--- config.mk ---
export PLATFORM = sky130hd
export DESIGN_NAME = prog_loader
export DESIGN_NICKNAME = d
export VERILOG_FILES = /design/src/rtl/prog_loader_pkg.sv /design/src/rtl/prog_loader.sv
export SDC_FILE = /design/constraint.sdc
export NUM_CORES = 1
export LEC_CHECK = 0
export ABC_CLOCK_PERIOD_IN_PS = 3100
export BUFFER_PORTS_ARGS = -buffer_cell sky130_fd_sc_hd__buf_2
export CORE_UTILIZATION = 55
export CTS_BUF_LIST = sky130_fd_sc_hd__clkbuf_4
export DETAILED_ROUTE_END_ITERATION = 6
export PLACE_DENSITY_LB_ADDON = 0.12
export SLEW_MARGIN = 15
export SYNTH_ARGS = -nofsm -noshare
export SYNTH_HDL_FRONTEND = slang
export SYNTH_SLANG_ARGS = --single-unit
--- constraint.sdc ---
create_clock -name i_clk -period 3.1 [get_ports i_clk]
set_input_delay 0.93 -clock i_clk [delete_from_list [all_inputs] [get_ports i_clk]]
set_output_delay 0.93 -clock i_clk [all_outputs]
set_load 0.03 [all_outputs]
--- src/rtl/prog_loader_pkg.sv ---
// Shared types and stream-format constants for the program loader.
// PROG_LOADER_CHECKSUM_EN adds the trailing checksum states.
package prog_loader_pkg;

    localparam int LEN_BYTES = 2;
    localparam int LEN_W     = 8 * LEN_BYTES;
    localparam int WORD_W    = 16;
    localparam int CSUM_W    = 16;

    typedef enum logic [3:0] {
        IDLE,
        LEN_HI,
        LEN_LO,
        DATA_HI,
        DATA_LO,
`ifdef PROG_LOADER_CHECKSUM_EN
        CSUM_HI,
        CSUM_LO,
`endif
        DONE,
        ERROR
    } state_t;

    function automatic logic is_loading(input state_t s);
        case (s)
            LEN_HI, LEN_LO, DATA_HI, DATA_LO: return 1'b1;
`ifdef PROG_LOADER_CHECKSUM_EN
            CSUM_HI, CSUM_LO:                 return 1'b1;
`endif
            default:                          return 1'b0;
        endcase
    endfunction

endpackage

--- src/rtl/prog_loader.sv ---
// Streams a length-prefixed image of 16-bit words into instruction memory
// while holding the CPU. PROG_LOADER_CHECKSUM_EN enables the trailing sum.
module prog_loader
    import prog_loader_pkg::*;
#(
    parameter int ADDR_W    = 16,
    parameter int BASE_ADDR = 0
) (
    input  logic              i_clk,
    input  logic              i_reset,
    input  logic              i_start,
    input  logic [7:0]        i_byte,
    input  logic              i_byte_valid,
    output logic              o_byte_ready,
    output logic              o_imem_we,
    output logic [ADDR_W-1:0] o_imem_addr,
    output logic [WORD_W-1:0] o_imem_data,
    output logic              o_cpu_hold,
    output logic              o_done,
    output logic              o_error
);

    localparam logic [ADDR_W-1:0] BASE  = ADDR_W'(BASE_ADDR);
    localparam logic [32:0]       LIMIT = 33'd1 << ADDR_W;

`ifdef PROG_LOADER_CHECKSUM_EN
    localparam state_t LAST = CSUM_HI;
`else
    localparam state_t LAST = DONE;
`endif

    state_t            state_q, state_d;
    logic              ready_q, we_q, we_d;
    logic              hold_q, done_q, error_q;
    logic [ADDR_W-1:0] addr_q, addr_d;
    logic [WORD_W-1:0] data_q, data_d;
    logic [LEN_W-1:0]  len_q, len_d, cnt_q, cnt_d;
    logic [7:0]        hi_q, hi_d;
`ifdef PROG_LOADER_CHECKSUM_EN
    logic [CSUM_W-1:0] csum_q, csum_d;
`endif
    logic              fire;
    logic [15:0]       word;
    logic [32:0]       end_addr;

    assign fire     = i_byte_valid & ready_q;
    assign word     = {hi_q, i_byte};
    assign end_addr = 33'(BASE_ADDR) + 33'(word);

    always_comb begin
        state_d = state_q;
        addr_d  = we_q ? addr_q + 1'b1 : addr_q;
        data_d  = data_q;
        len_d   = len_q;
        cnt_d   = cnt_q;
        hi_d    = hi_q;
        we_d    = 1'b0;
`ifdef PROG_LOADER_CHECKSUM_EN
        csum_d  = csum_q;
`endif
        if (i_start) begin
            state_d = LEN_HI;
            addr_d  = BASE;
            cnt_d   = '0;
`ifdef PROG_LOADER_CHECKSUM_EN
            csum_d  = '0;
`endif
        end else if (fire) begin
            case (state_q)
                LEN_HI: begin
                    hi_d    = i_byte;
                    state_d = LEN_LO;
                end
                LEN_LO: begin
                    len_d = word;
                    // Reject images that would run past the top of imem
                    if (end_addr > LIMIT)  state_d = ERROR;
                    else if (word == '0)   state_d = LAST;
                    else                   state_d = DATA_HI;
                end
                DATA_HI: begin
                    hi_d    = i_byte;
                    state_d = DATA_LO;
                end
                DATA_LO: begin
                    we_d    = 1'b1;
                    data_d  = word;
                    cnt_d   = cnt_q + 1'b1;
`ifdef PROG_LOADER_CHECKSUM_EN
                    csum_d  = csum_q + word;
`endif
                    state_d = (cnt_q + 1'b1 == len_q) ? LAST : DATA_HI;
                end
`ifdef PROG_LOADER_CHECKSUM_EN
                CSUM_HI: begin
                    hi_d    = i_byte;
                    state_d = CSUM_LO;
                end
                CSUM_LO: begin
                    state_d = (word == csum_q) ? DONE : ERROR;
                end
`endif
                default: ;
            endcase
        end
    end

    always_ff @(posedge i_clk) begin
        if (!i_reset) begin
            state_q <= IDLE;
            ready_q <= 1'b0;
            we_q    <= 1'b0;
            addr_q  <= BASE;
            data_q  <= '0;
            len_q   <= '0;
            cnt_q   <= '0;
            hi_q    <= '0;
            hold_q  <= 1'b0;
            done_q  <= 1'b0;
            error_q <= 1'b0;
`ifdef PROG_LOADER_CHECKSUM_EN
            csum_q  <= '0;
`endif
        end else begin
            state_q <= state_d;
            ready_q <= is_loading(state_d);
            we_q    <= we_d;
            addr_q  <= addr_d;
            data_q  <= data_d;
            len_q   <= len_d;
            cnt_q   <= cnt_d;
            hi_q    <= hi_d;
            hold_q  <= !(state_d == IDLE || state_d == DONE);
            done_q  <= (state_d == DONE);
            error_q <= (state_d == ERROR);
`ifdef PROG_LOADER_CHECKSUM_EN
            csum_q  <= csum_d;
`endif
        end
    end

    assign o_byte_ready = ready_q;
    assign o_imem_we    = we_q;
    assign o_imem_addr  = addr_q;
    assign o_imem_data  = data_q;
    assign o_cpu_hold   = hold_q;
    assign o_done       = done_q;
    assign o_error      = error_q;

endmodule

==> load_flow_metrics.sql <==
INSERT INTO impl_metrics (metric_group, metric, value, unit) VALUES
('clocking', 'clock_insertion_delay_worst_skew', '0.42', 'ns'),
('finish', 'diodes', '0', ''),
('yosys', 'yosys_warnings', '0', ''),
('yosys', 'synth_top_cells_by_area', 'sky130_fd_sc_hd__dfxtp_1 (42%), sky130_fd_sc_hd__mux2i_1 (7.0%), sky130_fd_sc_hd__nand2_1 (5.3%)', ''),
('placed_design', 'hpwlAfterDp', '5.80', 'mm'),
('global_route', 'antenna_found_initial', '0', ''),
('yosys', 'synth.mux.area_fraction', '0.0739', ''),
('hold_path', 'classification_of_the_worst_slack_hold_path', 'reg -> reg', ''),
('clocking', 'cts_setup_buffers', '0', ''),
('setup_path', 'worst_ep_required_time', '3.41', 'ns'),
('die', 'io_pins', '49', ''),
('yosys', 'synth_compound_area_frac', '0.0911', ''),
('yosys', 'synth.ff_latch_count', '81', ''),
('setup_path', 'worst_path_dominant_cell_family', 'simple AND/OR/NAND/NOR gates', ''),
('power_and_ir_drop', 'power.density_cell_area', '410', 'nW/um^2'),
('clocking', 'ctsRootBufferMaster', 'sky130_fd_sc_hd__clkbuf_4', ''),
('clocking', 'numCtsBuffers', '9', ''),
('die', 'die_y', '85.8', 'um'),
('global_route', 'overflow', '0', ''),
('sta', 'slew_viol_final', '0', ''),
('yosys', 'synth_top_family_by_area', 'simple AND/OR/NAND/NOR gates', ''),
('sta', 'setup_violations', '0', ''),
('global_route', 'grt_start_max_net_pins', '47', ''),
('clocking', 'post_cts_resize_count', '0', ''),
('global_route', 'grt_pass1_vias', '2784', ''),
('detailed_routing', 'route.detailed.drc', '1', ''),
('finish', 'finalNetCount', '488', ''),
('yosys', 'synth.avg_cell_area', '8.83', 'sq um'),
('setup_path', 'cp-end-kind', 'register', ''),
('power_and_ir_drop', 'total_leakage_power', '1.63', 'nW'),
('detailed_routing', 'drt_iter0_drc', '114', ''),
('yosys', 'synthSimpleGateAreaFrac', '0.271', ''),
('detailed_routing', 'routed_wl', '8.15', 'mm'),
('placed_design', 'gpl.final_weighted_congestion', '0.852', ''),
('setup_path', 'critical-path-slowest-cell', 'sky130_fd_sc_hd__dfxtp_1', ''),
('sta', 'final.period_utilization', '0.860', ''),
('clocking', 'clk_pin_slew_worst_paths', '0.13', 'ns'),
('setup_path', 'crit_chain', 'ha_1, and3_1, nand3_4, mux2_4, o22ai_1, nor4_2, nor3b_2, o21bai_1, o41a_1', ''),
('setup_path', 'arrival', '2.98', 'ns'),
('yosys', 'synth.distinct_cells', '57', ''),
('setup_path', 'crit_fanout', '7', ''),
('outcome', 'failed_checks', 'DRC', ''),
('sta', 'tightest_slew', '0.649', 'ns'),
('detailed_routing', 'route.vias.total', '3119', ''),
('yosys', 'synth.yosys.seq_area_share', '0.420', ''),
('power_and_ir_drop', 'peakVddDrop', '249', 'uV'),
('sta', 'fin_worst_skew', '0.0220', 'ns'),
('detailed_routing', 'post_drt_wl_per_cell', '14.2', 'um'),
('die', 'dieArea', '7350', 'sq um'),
('clocking', 'post_cts_hold_buffer_count', '0', ''),
('yosys', 'async_flop_share', '0', ''),
('die', 'floorplan.rows', '30', ''),
('yosys', 'synth-edff-count', '0', ''),
('job', 'maxCapViolCount', '0', ''),
('yosys', 'synth_xor_area_frac', '0.102', ''),
('detailed_routing', 'route.antenna.remaining_nets', '0', ''),
('sta', 'final_worst_setup_slack', '0.435', 'ns'),
('yosys', 'synth_nets', '451', ''),
('setup_path', 'crit_buf_inv', '0', ''),
('yosys', 'synth_flop_cell', 'sky130_fd_sc_hd__dfxtp_1', ''),
('sta', 'layout_min_cycle_time', '2.66', 'ns'),
('sta', 'final_hold_viol_count', '0', ''),
('clocking', 'clk_path_buf_depth', '2', ''),
('sta', 'achievable-frequency', '375', 'MHz'),
('detailed_routing', 'post_drt_via_cell_ratio', '5.42', ''),
('yosys', 'netlist_top_cells_count', 'sky130_fd_sc_hd__dfxtp_1 (81), sky130_fd_sc_hd__nand2_1 (54), sky130_fd_sc_hd__nor2_1 (49)', ''),
('global_route', 'grt_use_total', '0.233', ''),
('yosys', 'cell_type_with_the_largest_total_area_after_synthesis', 'sky130_fd_sc_hd__dfxtp_1', ''),
('sta', 'relSlewSlack', '0.567', ''),
('outcome', 'run_status', 'finished with violations', ''),
('clocking', 'tritoncts', 'yes', '');
[sequential cells by signal (all words and copies together) (netlist names)]
register	count
o_imem_data	16
o_error	1
o_byte_ready	1
o_done	1
o_imem_addr	16
len_q	16
hi_q	8
state_q	4
o_cpu_hold	1
cnt_q	16
o_imem_we	1
[layer usage]
layer  share of wire  global-route usage
met1            0.49               0.328
met2            0.44               0.357
met3           0.049              0.0395
met4           0.016              0.0909
met5               0                   0
[where the power goes]
group	switching (W)	internal [W]
registers	0.00000476	0.00105
clock network	0.000376	0.000257
logic	0.0000396	0.0000250
total	0.000421	0.00133
[cell type report]
cell class | count | area, sq um
multi-input combinational | 327 | 2110
sequential | 81 | 1620
fill | 618 | 2530
tap | 96 | 120
clock buffer | 10 | 75.1
inverter | 5 | 18.8
clock inverter | 6 | 66.3
timing repair buffer | 50 | 255
[cells in the final DEF (no fill, tap or decap), types with 2 or more instances in the layout]
cell type | synthesis | final
sky130_fd_sc_hd__dfxtp_1 | 81 | 81
sky130_fd_sc_hd__nand2_1 | 54 | 54
sky130_fd_sc_hd__nor2_1 | 49 | 49
sky130_fd_sc_hd__buf_2 | 7 | 48
sky130_fd_sc_hd__nor2b_1 | 27 | 27
sky130_fd_sc_hd__mux2i_1 | 27 | 27
sky130_fd_sc_hd__xor2_1 | 23 | 23
sky130_fd_sc_hd__xnor2_1 | 22 | 22
sky130_fd_sc_hd__a21boi_0 | 16 | 16
sky130_fd_sc_hd__and3_1 | 13 | 13
sky130_fd_sc_hd__nand3_1 | 11 | 11
sky130_fd_sc_hd__a21oi_1 | 10 | 10
sky130_fd_sc_hd__clkbuf_4 | 0 | 10
sky130_fd_sc_hd__nand4_1 | 8 | 8
sky130_fd_sc_hd__nor4_1 | 7 | 7
sky130_fd_sc_hd__inv_1 | 5 | 5
sky130_fd_sc_hd__o21ai_0 | 5 | 5
sky130_fd_sc_hd__nor3_1 | 4 | 4
sky130_fd_sc_hd__or3_1 | 3 | 3
sky130_fd_sc_hd__nand2b_1 | 3 | 3
sky130_fd_sc_hd__or2_2 | 2 | 2
sky130_fd_sc_hd__or2_1 | 2 | 2
sky130_fd_sc_hd__nor2_2 | 2 | 2
sky130_fd_sc_hd__and2_1 | 2 | 2
sky130_fd_sc_hd__o221ai_1 | 2 | 2
sky130_fd_sc_hd__a31oi_1 | 2 | 2
sky130_fd_sc_hd__o22ai_1 | 2 | 2
sky130_fd_sc_hd__and4_1 | 2 | 2
sky130_fd_sc_hd__ha_1 | 2 | 2
sky130_fd_sc_hd__clkinvlp_4 | 0 | 2
sky130_fd_sc_hd__buf_4 | 0 | 2
[worst register-to-register path: cells and delay by family (launching register included)]
| kind | cells | cell delay (ns) |
|---|---|---|
| adders and majority gates | 1 | 0.27 |
| and+or+nand+nor | 4 | 1.05 |
| AOI/OAI and AO/OA | 3 | 0.57 |
| muxes | 1 | 0.21 |
| DFF | 1 | 0.46 |
[metrics by stage]
step,hold slack (ns),power [W],std cells,utilization,cell area (sq um)
2_1_floorplan,0.457,0.00111,437,-,3860
3_3_place_gp,0.451,0.00114,559,0.607,4130
3_5_place_dp,0.456,0.00114,559,0.607,4130
4_1_cts,0.474,0.00176,575,0.628,4270
5_1_grt,0.501,0.00181,575,0.628,4270
6_report,0.472,0.00175,575,0.628,4270
[path summary, 6_finish.rpt]
kind,slack [ns],endpoint,from,cells past startpoint
worst max-delay path,0.44,o_cpu_hold,cnt_q[0],9
worst min-delay path,0.47,o_imem_data[7],o_imem_data[7],2
worst max register to register,0.44,o_cpu_hold,cnt_q[0],9
worst min register to register,0.47,o_imem_data[7],o_imem_data[7],2
[kinds of logic after synthesis]
| logic type | after synthesis |
|---|---|
| xor+xnor | 45 |
| mux | 28 |
| compound gates | 50 |
| fa+ha+maj | 2 |
| simple gates | 202 |
| flops | 81 |
| buf+inv | 29 |
No activity file was read; power rests on OpenSTA's default activity.
